## config.mk

```make
export PLATFORM = sky130hd
export DESIGN_NAME = change_dispenser
export DESIGN_NICKNAME = d
export VERILOG_FILES = /design/src/rtl/change_dispenser_pkg.sv /design/src/rtl/rise_edge_det.sv /design/src/rtl/change_dispenser.sv
export SDC_FILE = /design/constraint.sdc
export NUM_CORES = 1
export LEC_CHECK = 0
export ABC_AREA = 1
export CAP_MARGIN = 20
export CORE_UTILIZATION = 56
export DETAILED_ROUTE_END_ITERATION = 6
export DONT_BUFFER_PORTS = 1
export GPL_ROUTABILITY_DRIVEN = 0
export PLACE_DENSITY = 0.78
export SLEW_MARGIN = 20
export SYNTH_ARGS = -nofsm -noshare
export SYNTH_HDL_FRONTEND = slang
export SYNTH_SLANG_ARGS = --single-unit
```

## constraint.sdc

```tcl
create_clock -name i_clk -period 1.3 [get_ports i_clk]
set_input_delay 0.065 -clock i_clk [delete_from_list [all_inputs] [get_ports i_clk]]
set_output_delay 0.065 -clock i_clk [all_outputs]
set_load 0.01 [all_outputs]
```

## src/rtl/change_dispenser_pkg.sv

```systemverilog
// Shared types for the change dispenser: FSM states, the request record and item helpers.
package change_dispenser_pkg;

    localparam int PKG_ITEM_W   = 3;
    localparam int PKG_CHANGE_W = 5;
    localparam int REFUND_BIT   = 0;

    typedef enum logic [2:0] {
        IDLE,
        ITEM,
        COIN,
        GAP,
        DONE,
        FAULT
    } state_t;

    typedef struct packed {
        logic [PKG_ITEM_W-1:0]   item;
        logic [PKG_CHANGE_W-1:0] change;
    } request_t;

    // The refund code shares the item one-hot but has no motor behind it.
    function automatic logic [PKG_ITEM_W-1:0] physical_item(input logic [PKG_ITEM_W-1:0] item);
        logic [PKG_ITEM_W-1:0] motor;
        motor             = item;
        motor[REFUND_BIT] = 1'b0;
        return motor;
    endfunction

endpackage

```

## src/rtl/rise_edge_det.sv

```systemverilog
// Per-bit rising-edge detector: one flop of history per bit, pulse while the level is newly high.
module rise_edge_det #(
    parameter int WIDTH = 1
) (
    input  logic             i_clk,
    input  logic             i_rst_n,
    input  logic [WIDTH-1:0] i_level,
    output logic [WIDTH-1:0] o_rise
);

    logic [WIDTH-1:0] level_q;

    // NOTE: flops are written with non-blocking assignments so every register samples pre-edge values.
    always_ff @(posedge i_clk or negedge i_rst_n) begin
        if (!i_rst_n) begin
            level_q <= '0;
        end else begin
            level_q <= i_level;
        end
    end

    assign o_rise = i_level & ~level_q;

endmodule

```

## src/rtl/change_dispenser.sv

```systemverilog
// Drives the item motor and coin hopper for one vend result at a time, with a 1-deep pending slot.
// Optional handshake timeout and FAULT state: define DISPENSER_TIMEOUT_EN.
module change_dispenser
    import change_dispenser_pkg::*;
#(
    parameter int NUM_CHOICES_SIZE = PKG_ITEM_W,
    parameter int CHANGE_W         = PKG_CHANGE_W,
    parameter int GAP_CYCLES       = 4,
    parameter int TIMEOUT_CYCLES   = 1000
) (
    input  logic                        i_clk,
    input  logic                        i_rst_n,
    input  logic [CHANGE_W-1:0]         i_change,
    input  logic [NUM_CHOICES_SIZE-1:0] i_item,
    input  logic                        i_item_done,
    input  logic                        i_coin_done,
    input  logic                        i_fault_clr,
    output logic [NUM_CHOICES_SIZE-1:0] o_motor,
    output logic                        o_coin_req,
    output logic [CHANGE_W-1:0]         o_coins_left,
    output logic                        o_busy,
    output logic                        o_done,
    output logic                        o_overrun,
    output logic                        o_fault
);

    localparam int                  GAP_W    = (GAP_CYCLES > 1) ? $clog2(GAP_CYCLES) : 1;
    localparam logic [GAP_W-1:0]    GAP_LAST = GAP_W'(GAP_CYCLES - 1);
    localparam logic [CHANGE_W-1:0] ONE_COIN = CHANGE_W'(1);

    state_t                        state;
    request_t                      active;
    request_t                      pend;
    logic                          pend_valid;
    logic [GAP_W-1:0]              gap_cnt;

    request_t                      in_req;
    logic                          in_valid;
    request_t                      launch_req;
    logic [NUM_CHOICES_SIZE-1:0]   launch_motor;
    logic                          item_rise;
    logic                          coin_rise;

`ifdef DISPENSER_TIMEOUT_EN
    localparam int               TO_W    = (TIMEOUT_CYCLES > 1) ? $clog2(TIMEOUT_CYCLES) : 1;
    localparam logic [TO_W-1:0]  TO_LAST = TO_W'(TIMEOUT_CYCLES - 1);

    logic [TO_W-1:0] to_cnt;
    logic            fault_q;

    assign o_fault = fault_q;
`else
    logic unused_cfg;

    // NOTE: without the timeout build o_fault is a constant, not a flop; the clear input has no effect.
    assign o_fault    = 1'b0;
    assign unused_cfg = i_fault_clr ^ (TIMEOUT_CYCLES != 0);
`endif

    rise_edge_det #(.WIDTH(1)) u_item_edge (
        .i_clk   (i_clk),
        .i_rst_n (i_rst_n),
        .i_level (i_item_done),
        .o_rise  (item_rise)
    );

    rise_edge_det #(.WIDTH(1)) u_coin_edge (
        .i_clk   (i_clk),
        .i_rst_n (i_rst_n),
        .i_level (i_coin_done),
        .o_rise  (coin_rise)
    );

    assign in_req.item   = i_item;
    assign in_req.change = i_change;
    assign in_valid      = (i_item != '0) || (i_change != '0);

    // A waiting request always launches ahead of one arriving in the same cycle.
    always_comb begin
        launch_req = in_req;
        if (pend_valid) begin
            launch_req = pend;
        end
    end

    assign launch_motor = physical_item(launch_req.item);
    assign o_coins_left = active.change;

    always_ff @(posedge i_clk or negedge i_rst_n) begin
        if (!i_rst_n) begin
            state      <= IDLE;
            active     <= '0;
            pend       <= '0;
            pend_valid <= 1'b0;
            gap_cnt    <= '0;
            o_motor    <= '0;
            o_coin_req <= 1'b0;
            o_busy     <= 1'b0;
            o_done     <= 1'b0;
            o_overrun  <= 1'b0;
`ifdef DISPENSER_TIMEOUT_EN
            to_cnt     <= '0;
            fault_q    <= 1'b0;
`endif
        end else begin
            o_done <= 1'b0;

            // IDLE frees the pending slot by launching it, so a same-cycle request refills it.
            if (state == IDLE) begin
                if (pend_valid) begin
                    pend       <= in_req;
                    pend_valid <= in_valid;
                end
            end else if (in_valid) begin
                if (!pend_valid) begin
                    pend       <= in_req;
                    pend_valid <= 1'b1;
                end else begin
                    o_overrun <= 1'b1;
                end
            end

`ifdef DISPENSER_TIMEOUT_EN
            to_cnt <= '0;
`endif

            case (state)
                IDLE: begin
                    if (pend_valid || in_valid) begin
                        active <= launch_req;
                        o_busy <= 1'b1;
                        if (launch_motor != '0) begin
                            state   <= ITEM;
                            o_motor <= launch_motor;
                        end else if (launch_req.change != '0) begin
                            state      <= COIN;
                            o_coin_req <= 1'b1;
                        end else begin
                            state <= DONE;
                        end
                    end
                end

                ITEM: begin
                    if (item_rise) begin
                        o_motor <= '0;
                        if (active.change != '0) begin
                            state      <= COIN;
                            o_coin_req <= 1'b1;
                        end else begin
                            state <= DONE;
                        end
                    end
`ifdef DISPENSER_TIMEOUT_EN
                    else if (to_cnt == TO_LAST) begin
                        state   <= FAULT;
                        o_motor <= '0;
                        fault_q <= 1'b1;
                    end
`endif
                    else begin
                        o_motor <= physical_item(active.item);
`ifdef DISPENSER_TIMEOUT_EN
                        to_cnt  <= to_cnt + 1'b1;
`endif
                    end
                end

                COIN: begin
                    if (coin_rise) begin
                        o_coin_req    <= 1'b0;
                        active.change <= (active.change != '0) ? active.change - 1'b1 : '0;
                        if (active.change != ONE_COIN) begin
                            state   <= GAP;
                            gap_cnt <= '0;
                        end else begin
                            state <= DONE;
                        end
                    end
`ifdef DISPENSER_TIMEOUT_EN
                    else if (to_cnt == TO_LAST) begin
                        state      <= FAULT;
                        o_coin_req <= 1'b0;
                        fault_q    <= 1'b1;
                    end else begin
                        to_cnt <= to_cnt + 1'b1;
                    end
`endif
                end

                GAP: begin
                    if (gap_cnt == GAP_LAST) begin
                        state      <= COIN;
                        o_coin_req <= 1'b1;
                    end else begin
                        gap_cnt <= gap_cnt + 1'b1;
                    end
                end

                DONE: begin
                    o_done <= 1'b1;
                    o_busy <= 1'b0;
                    state  <= IDLE;
                end

`ifdef DISPENSER_TIMEOUT_EN
                FAULT: begin
                    o_motor    <= '0;
                    o_coin_req <= 1'b0;
                    if (i_fault_clr) begin
                        state   <= IDLE;
                        fault_q <= 1'b0;
                        o_busy  <= 1'b0;
                        active  <= '0;
                    end
                end
`endif

                default: begin
                    state <= IDLE;
                end
            endcase
        end
    end

endmodule

```

## Yosys cells after proc, flatten, opt, wreduce, memory -nomap -nowiden

Cells that the tools add are included.

| storage, ports and cells | value |
|---|---|
| latch bits | 0 |
| bits in read-only memories | 0 |
| input port bits | 13 |
| memories kept | 0 |
| register bits after elaboration | 31 |
| logic and storage cells | 100 |
| memory bits (writable) | 0 |
| output and inout port bits | 13 |

| cells by class | value |
|---|---|
| bitwise logic cells | 5 |
| reduce and logical (&&, ||, !) cells | 23 |
| shift-type cells | 0 |
| multiplexer cells | 39 |
| multipliers | 0 |
| equal/unequal tests | 17 |
| $add $sub $neg | 2 |
| div/mod/pow operators | 0 |
| $lt $le $gt $ge | 0 |

Operator list:

| kind | number |
|---|---|
| $mux W3 | 11 |
| $mux W8 | 4 |
| $ne A2 B2 Y1 const B | 8 |
| $mux W5 | 3 |
| $reduce_bool A5 Y1 | 3 |
| $mux W1 | 12 |
| $pmux W3 S4 | 1 |
| $pmux W5 S2 | 1 |
| $reduce_bool A2 Y1 | 5 |
| $reduce_and A3 Y1 | 3 |
| $reduce_and A4 Y1 | 2 |
| $reduce_and A8 Y1 | 1 |
| $eq A3 B2 Y1 const B | 2 |
| $mux W2 | 3 |
| $ne A2 B1 Y1 const B | 3 |
| $pmux W3 S2 | 1 |
| $reduce_and A2 Y1 | 3 |
| $reduce_bool A3 Y1 | 2 |
| $ne A5 B1 Y1 const B | 1 |
| $sub A5 B1 Y5 const B | 1 |
| $pmux W1 S4 | 1 |
| $pmux W2 S2 | 1 |
| $reduce_bool A4 Y1 | 1 |
| $eq A3 B1 Y1 const B | 1 |
| other kinds (8) | 12 |

## Depth between registers and ports, before layout

Gate-level depths: netlist (run 1).

| depth | value |
|---|---|
| depth after elaboration | 6 |
| gate-level depth with buffers | 11 |
| depth with buffers taken out | 10 |

## Cells and area by module

Synthesis (run 1) repeated with hierarchy kept, for this count alone.

| unflattened totals | value |
|---|---|
| cell total of the unflattened synthesis | 222 |
| area, all modules | 1664.1 um^2 |

Modules (own cells, without submodules):

| module | cells an instance | times used | area an instance (um^2) | seq. area each (um^2) |
|---|---|---|---|---|
| change_dispenser | 216 | 1 | 1594.0 | 650.6 |
| rise_edge_det | 3 | 2 | 35.0 | 25.0 |

## Worst setup path after synthesis (run 1)

OpenSTA, ideal clock, no wires.

| timing | value |
|---|---|
| path kind | register -> register |
| start | register state[2] |
| end | register o_coin_req |
| period minus slack after synthesis | 1294 ps |
| required time | 1183 ps |
| slack | 6 ps |
| arrival | 1177 ps |
| buffers on the path | 1 |
| stages on the path, launching flop included | 10 |
| library setup time | 117 ps |
| path through | dfrtp_1 > nor2_2 > nand2_2 > buf_6 > nor2_2 > nand2_2 > nand3_1 > nor2_1 > nand3_1 > nand2_1 |

| on the way | value |
|---|---|
| longest elaborated chain between the ends | 3 |
| elaborated cells between the ends (all ways) | 14 |
| those cells by class | eq/ne: 10; mux: 1; reduce/logical: 3 |

RTL lines:

| what | line | source |
|---|---|---|
| start, declared | change_dispenser.sv:31 | `state_t state;` |
| start signal, assigned | change_dispenser.sv:91 | `state <= IDLE;` |
| start signal, assigned | change_dispenser.sv:133 | `state <= ITEM;` |
| start signal, assigned | change_dispenser.sv:136 | `state <= COIN;` |
| $eq A3 B2 Y1 (tied with other cells) | change_dispenser.sv:127 | `case (state)` |
| $ne A2 B2 Y1 (no source line) (tied with other cells) | - |  |
| $reduce_and A8 Y1 (no source line) | - |  |
| end signal, assigned | change_dispenser.sv:137 | `o_coin_req <= 1'b1;` |
| end signal, assigned | change_dispenser.sv:149 | `o_coin_req <= 1'b1;` |
| end signal, assigned | change_dispenser.sv:171 | `o_coin_req <= 1'b0;` |
| end, declared | change_dispenser.sv:19 | `output logic o_coin_req,` |

Several ways; a longest one is shown, not always the timed one.
A chain may end at the register's enable or synchronous reset.

## Worst setup path after layout (run 1)

| timing | value |
|---|---|
| start | register pend_valid |
| end | register state[0] |

| on the way | value |
|---|---|
| longest elaborated chain between the ends | 5 |
| elaborated cells between the ends (all ways) | 8 |
| those cells by class | eq/ne: 1; mux: 4; reduce/logical: 3 |

RTL lines:

| what | line | source |
|---|---|---|
| start, declared | change_dispenser.sv:34 | `logic pend_valid;` |
| start signal, assigned | change_dispenser.sv:112 | `pend_valid <= in_valid;` |
| $mux W8 | - |  |
| $reduce_bool A3 Y1 | change_dispenser.sv:132 | `if (launch_motor != '0) begin` |
| $mux W3 | change_dispenser.sv:132 |  |
| $mux W3 | change_dispenser.sv:129 | `if (pend_valid \|\| in_valid) begin` |
| $pmux W3 S4 | change_dispenser.sv:127 |  |
| end signal, assigned | change_dispenser.sv:133 |  |
| end signal, assigned | change_dispenser.sv:136 |  |
| end signal, assigned | change_dispenser.sv:139 | `state <= DONE;` |

Several ways; a longest one is shown, not always the timed one. The select of a mux whose other input is x is not followed.

==> results.json, run 1 <==
{
  "worstSetupPathType": "register to register",
  "async_flop_share": 1.00,
  "area_growth_pct": 43.4,
  "htreeDepth": 1,
  "crit_start": "pend_valid",
  "violations": "setup timing",
  "post-dp-hpwl_microns": 2530,
  "cp.arrival_ns": 1.78,
  "final_common_cell": "nand2_1",
  "synthMuxAreaShare": 0.00684,
  "grt.total_usage": 0.273,
  "insertion_delay_ns": 0.34,
  "slowest_delay_ns": 0.49,
  "grt-ovfl-total": 0,
  "synth_area_sq_mm": 0.00165,
  "die_area_sq_mm": 0.00316,
  "start_kind": "register",
  "dieHeight_microns": 56.2,
  "drc": 0,
  "syn_inst": 218,
  "maxCapViolations": 0,
  "synth_edf_count": 0,
  "die_x_microns": 56.2,
  "crit_chain": "buf_6 -> nand2_4 -> o21ai_4 -> nor2_4 -> buf_6 -> buf_6 -> nor2_4 -> nor2_1 -> o21ai_1",
  "routed_wl_microns": 4750,
  "antenna_found_initial": 0,
  "synth-seq-area-share": 0.426,
  "root_buffer": "clkbuf_4",
  "cp-end-kind": "register",
  "grt_pass1_wl_microns": 6800,
  "synth_cell_type_count": 29,
  "start_util": 0.592,
  "post_drt_wl_per_cell_microns": 16.2,
  "crit-reg2reg-launch": "pend_valid",
  "synth_xor_area_frac": 0.0160,
  "core_sq_mm": 0.00278,
  "hold_class": "input pin to register",
  "vias_per_cell": 5.79,
  "path_clk_slew_ns": 0.17,
  "pin_count": 26,
  "grt_pass1_vias": 1525,
  "syn_avg_cell_area_sq_um": 7.55,
  "worstPathRequired_ns": 1.54,
  "hold_start": "i_change[4]",
  "synth_flop_cell": "dfrtp_1",
  "yosysWarnings": 0,
  "ys_ff_latch": 28,
  "hold-worst-slack_ns": 0.00977,
  "vdd_drop_max_v": 0.00214,
  "antennaDiodeCount": 0,
  "cts_sinks": 28,
  "rsz0062_at_grt": "yes",
  "grt_max_degree": 29,
  "synth_top_family_by_area": "simple AND/OR/NAND/NOR gates",
  "synth_compound_area_frac": 0.149,
  "fin_ws_ns": -0.235,
  "clk_path_buf_depth": 2,
  "timing.fmax_ghz": 0.651,
  "p_leak_nw": 1.08,
  "pre_cts_ws_ns": -0.128,
  "post_route_cells_drive_above_1_share": 0.412,
  "cp_max_fo": 4,
  "synthSimpleGateAreaFrac": 0.271,
  "worst_path_most_repeated_cell": "buf_6",
  "dr.first_iter.drc_count": 126,
  "cts_tree": "yes",
  "cpMaxStageDelayCell": "dfrtp_2",
  "skew_ns": 0.00721,
  "finalHoldViolCount": 0,
  "synthAdderAreaFrac": 0.0304,
  "layout_common_cells": "nand2_1 (43), buf_4 (32), dfrtp_1 (24)",
  "rows": 19,
  "timing.setup.tns_ns": -1.75,
  "finalCritPeriodShare": 1.18,
  "fin_crit_ns": 1.54,
  "postRouteAntennaNets": 0,
  "cts_buffers": 3,
  "power.density_mw_per_mm2": 2480,
  "outcome": "finished, violations left",
  "portBuffers": 0,
  "dr.pass1.iters": 4,
  "nets": 280,
  "setup_viol": 20,
  "vias": 1696,
  "maxSlewViolCount": 0
}
[area by class of cell]
class | instances | area (sq um)
Clock inverter | 1 | 30.0
Fill cell | 164 | 422
Inverter | 19 | 78.8
Multi-Input combinational cell | 162 | 1050
Sequential cell | 28 | 706
Timing Repair Buffer | 49 | 438
Tap cell | 31 | 38.8
Clock buffer | 3 | 22.5
[metrics by stage]
step	total power, mW	cells	instance area, sq um	utilization
final	5.85	293	2360	0.848
after CTS	5.01	286	2120	0.762
after floorplan	3.23	219	1650	-
after global placement	3.95	270	1830	0.658
after global routing	6.24	293	2360	0.848
after detailed placement	4.05	270	1830	0.658
[cell usage after synthesis, types with 2 or more instances]
cell     instances  share of area
o21ai_1          7          0.021
inv_2            4         0.0091
nor2_1          23          0.052
nand2_2          3          0.011
o21a_1           2         0.0091
buf_6            3          0.021
xor2_1           2          0.011
inv_1           15          0.034
a21oi_1          3         0.0091
buf_4            7          0.032
nand2_1         64           0.15
dfrtp_1         28           0.43
ha_1             4          0.030
nand3_1         12          0.037
nor2_2           3          0.011
o21ai_0         25          0.076
[repair_timing]
action,in CTS,in global routing
buffers inserted,1,7
endpoints found under the setup margin,20,23
endpoints found under the hold margin,36,0
cloned,1,0
hold buffers,10,0
gates resized for setup,37,59
pin swaps,15,21
[final timing paths]
check / endpoint / slack [ns] / depth (start not counted)
min in group asynchronous: o_coins_left[4] / 0.13 / 2
worst min-delay path: pend[4] / 0.01 / 4
worst max-delay path: state[0] / -0.24 / 9
worst max register to register: state[0] / -0.24 / 9
max in group asynchronous: pend_valid / 1.00 / 2
worst min register to register: pend[7] / 0.52 / 2
[per-layer routing]
layer | global-route usage | up-vias | share of wire
met5 | 0 | - | 0
met4 | 0.101 | 0 | 0.025
met3 | 0.0326 | 13 | 0.049
met2 | 0.423 | 63 | 0.51
met1 | 0.393 | 835 | 0.42
li1 | - | 785 | -
[state kept, by name, summed over array words and instances, names as in the netlist]
register and count:
u_item_edge.level_q 1, o_motor 2, o_done 1, state 3
gap_cnt 2, o_coins_left 5, o_coin_req 1, pend_valid 1
o_overrun 1, u_coin_edge.level_q 1, active 2, pend 7
o_busy 1
[power by group]
| part | total [mW] | leakage [nW] | switching, mW | internal, mW |
|---|---|---|---|---|
| combinational | 3.66 | 0.735 | 2.01 | 1.65 |
| sequential | 1.60 | 0.321 | 0.363 | 1.23 |
| clock | 0.598 | 0.0279 | 0.286 | 0.312 |
[critical path: cells and delay by family, from the launching register on]
kind,cells,cell delay [ns]
and+or+nand+nor,4,0.40
AOI/OAI and AO/OA,2,0.19
DFF,1,0.49
buffers and inverters,3,0.36
[kinds of logic after synthesis]
logic type,after synthesis
AO/OA/AOI/OAI,43
multiplexers,1
adder cells (fa/ha/maj),4
XOR/XNOR,3
flip-flops,28
AND/OR/NAND/NOR,108
other,1
buffers and inverters,30
No activity file was read; power rests on OpenSTA's default activity.
==> run 2, diff against run 1 <==
--- a/config.mk
+++ b/config.mk
@@ -12,6 +12,7 @@
 export DONT_BUFFER_PORTS = 1
 export GPL_ROUTABILITY_DRIVEN = 0
 export PLACE_DENSITY = 0.78
+export SKIP_CTS_REPAIR_TIMING = 1
 export SLEW_MARGIN = 20
 export SYNTH_ARGS = -nofsm -noshare
 export SYNTH_HDL_FRONTEND = slang
==> run 2 against run 1 <==
The flow still finishes with violations (setup timing). Sequential power about the same. Clock power up 2%. Register-to-register slack is essentially flat. Setup slack improved by 0.010 ns. Worst hold slack improved by 0.0033 ns. Sequential share of layout area down 0.19 points. Critical path depth down 2. Global-route usage down 3.1 points. Utilization rose by 0.40 points. Total power rose by 0.24%. Final area increased by 0.48%.
==> results.json, run 2 (synthesized netlist as in run 1, its figures left out) <==
{
  "rr_endpoint": "pend[7]",
  "cp-end-kind": "register",
  "cts_sinks": 28,
  "cts_tree": "yes",
  "vias": 1689,
  "worst_path_most_repeated_cell": "buf_12",
  "hold_end": "pend[4]",
  "rsz0062_at_grt": "yes",
  "dr.first_iter.drc_count": 91,
  "maxCapViolations": 0,
  "cp_max_fo": 14,
  "postRouteAntennaNets": 0,
  "violations": "setup timing",
  "crit-reg2reg-launch": "state[1]",
  "insertion_delay_ns": 0.35,
  "grt.total_usage": 0.242,
  "clk_path_buf_depth": 2,
  "grt_pass1_vias": 1425,
  "cts_buffers": 3,
  "path_delay_family": "flip-flops",
  "drc": 0,
  "finalCritPeriodShare": 1.17,
  "skew_ns": 0.00628,
  "maxSlewViolCount": 0,
  "hold_start": "i_change[4]",
  "hold_class": "input pin to register",
  "start_util": 0.592,
  "layout_common_cells": "nand2_1 (40), buf_4 (30), dfrtp_1 (25)",
  "reg2reg_depth": 7,
  "post_route_cells_drive_above_1_share": 0.412,
  "slowest_delay_ns": 0.48,
  "largest_register_ffs": 7,
  "finalHoldViolCount": 0,
  "cp.arrival_ns": 1.80,
  "pin_count": 26,
  "post-dp-hpwl_microns": 2530,
  "dpl_cell_area_sq_mm": 0.00183,
  "root_buffer": "clkbuf_4",
  "antennaDiodeCount": 0,
  "start_kind": "register",
  "post_drt_wl_per_cell_microns": 17.1,
  "path_clk_slew_ns": 0.17,
  "die_area_sq_mm": 0.00316,
  "routed_wl_microns": 5010,
  "cpMaxStageDelayCell": "dfrtp_2",
  "vdd_drop_max_v": 0.00221,
  "setup_viol": 21,
  "outcome": "finished, violations left",
  "rows": 19,
  "worstSetupPathType": "register to register",
  "final_area_sq_mm": 0.00237,
  "fin_crit_ns": 1.53,
  "relSlewSlack": 0.622,
  "power.density_mw_per_mm2": 2470,
  "tightest_slew_ns": 0.564,
  "timing.fmax_ghz": 0.656,
  "die_x_microns": 56.2,
  "final_common_cell": "nand2_1",
  "timing.setup.tns_ns": -2.91,
  "antenna_found_initial": 0,
  "dieHeight_microns": 56.2,
  "dr.pass1.iters": 4,
  "area_growth_pct": 44.1,
  "regMostFlops": "pend",
  "vias_per_cell": 5.76,
  "fin_ws_ns": -0.225,
  "pre_cts_ws_ns": -0.128,
  "core_sq_mm": 0.00278,
  "whs_path_depth": 4,
  "worstPathRequired_ns": 1.58,
  "r2r_slack_ns": -0.23,
  "crit_chain": "nor2_4 -> nand2_4 -> buf_12 -> o21ai_4 -> buf_12 -> nand2_1 -> o21ai_1",
  "grt_pass1_wl_microns": 6070,
  "grt_max_degree": 29,
  "grt-ovfl-total": 0,
  "portBuffers": 0,
  "htreeDepth": 1,
  "p_leak_nw": 1.08,
  "path_buf_inv": 2,
  "nets": 280
}
[run 2: power breakdown]
part / internal, mW / switching (mW) / total [mW]
Clock: 0.313 / 0.295 / 0.608
Combinational: 1.66 / 2.00 / 3.66
Sequential: 1.23 / 0.370 / 1.60
[run 2: worst max-delay path by stage]
stage	from	endpoint	slack [ns]	cells after the start
floorplan	state[2]	o_coin_req	0.006	9
global placement	state[2]	o_coins_left[0]	-0.09	6
detailed placement	state[1]	pend[6]	-0.13	4
CTS	state[2]	o_coins_left[0]	-0.21	7
global route	pend_valid	state[2]	-0.28	8
finish	state[1]	pend[7]	-0.23	7
[run 2: final cells by class]
type | instances | area, sq um
fillers | 149 | 410
repair buffers | 49 | 454
clock inverters | 1 | 30.0
clock buffers | 3 | 22.5
inverters | 19 | 81.3
flip-flops and latches | 28 | 704
well taps | 31 | 38.8
multi-input cells | 162 | 1040
[run 2: stage by stage]
stage	utilization	hold slack [ns]	cells	power [mW]
after global routing	0.852	0.0619	293	6.23
after global placement	0.658	-0.230	270	3.95
after CTS	0.677	-0.615	274	4.63
after floorplan	-	-0.231	219	3.23
after detailed placement	0.658	-0.230	270	4.05
final	0.852	0.0130	293	5.87
[run 2: tightest hold or removal path, cell delays in order]
cell and delay, ns:
nand2_1 0.08, nand3_1 0.07, o21ai_0 0.07, o21ai_1 0.07
[run 2: routing by layer]
metal  GRT usage  wire (microns)  vias up
met3      0.0326             270       14
met1       0.337            2020      830
met5           0               0        -
met4      0.0836             112        0
li1            -               -      778
met2       0.388            2610       67
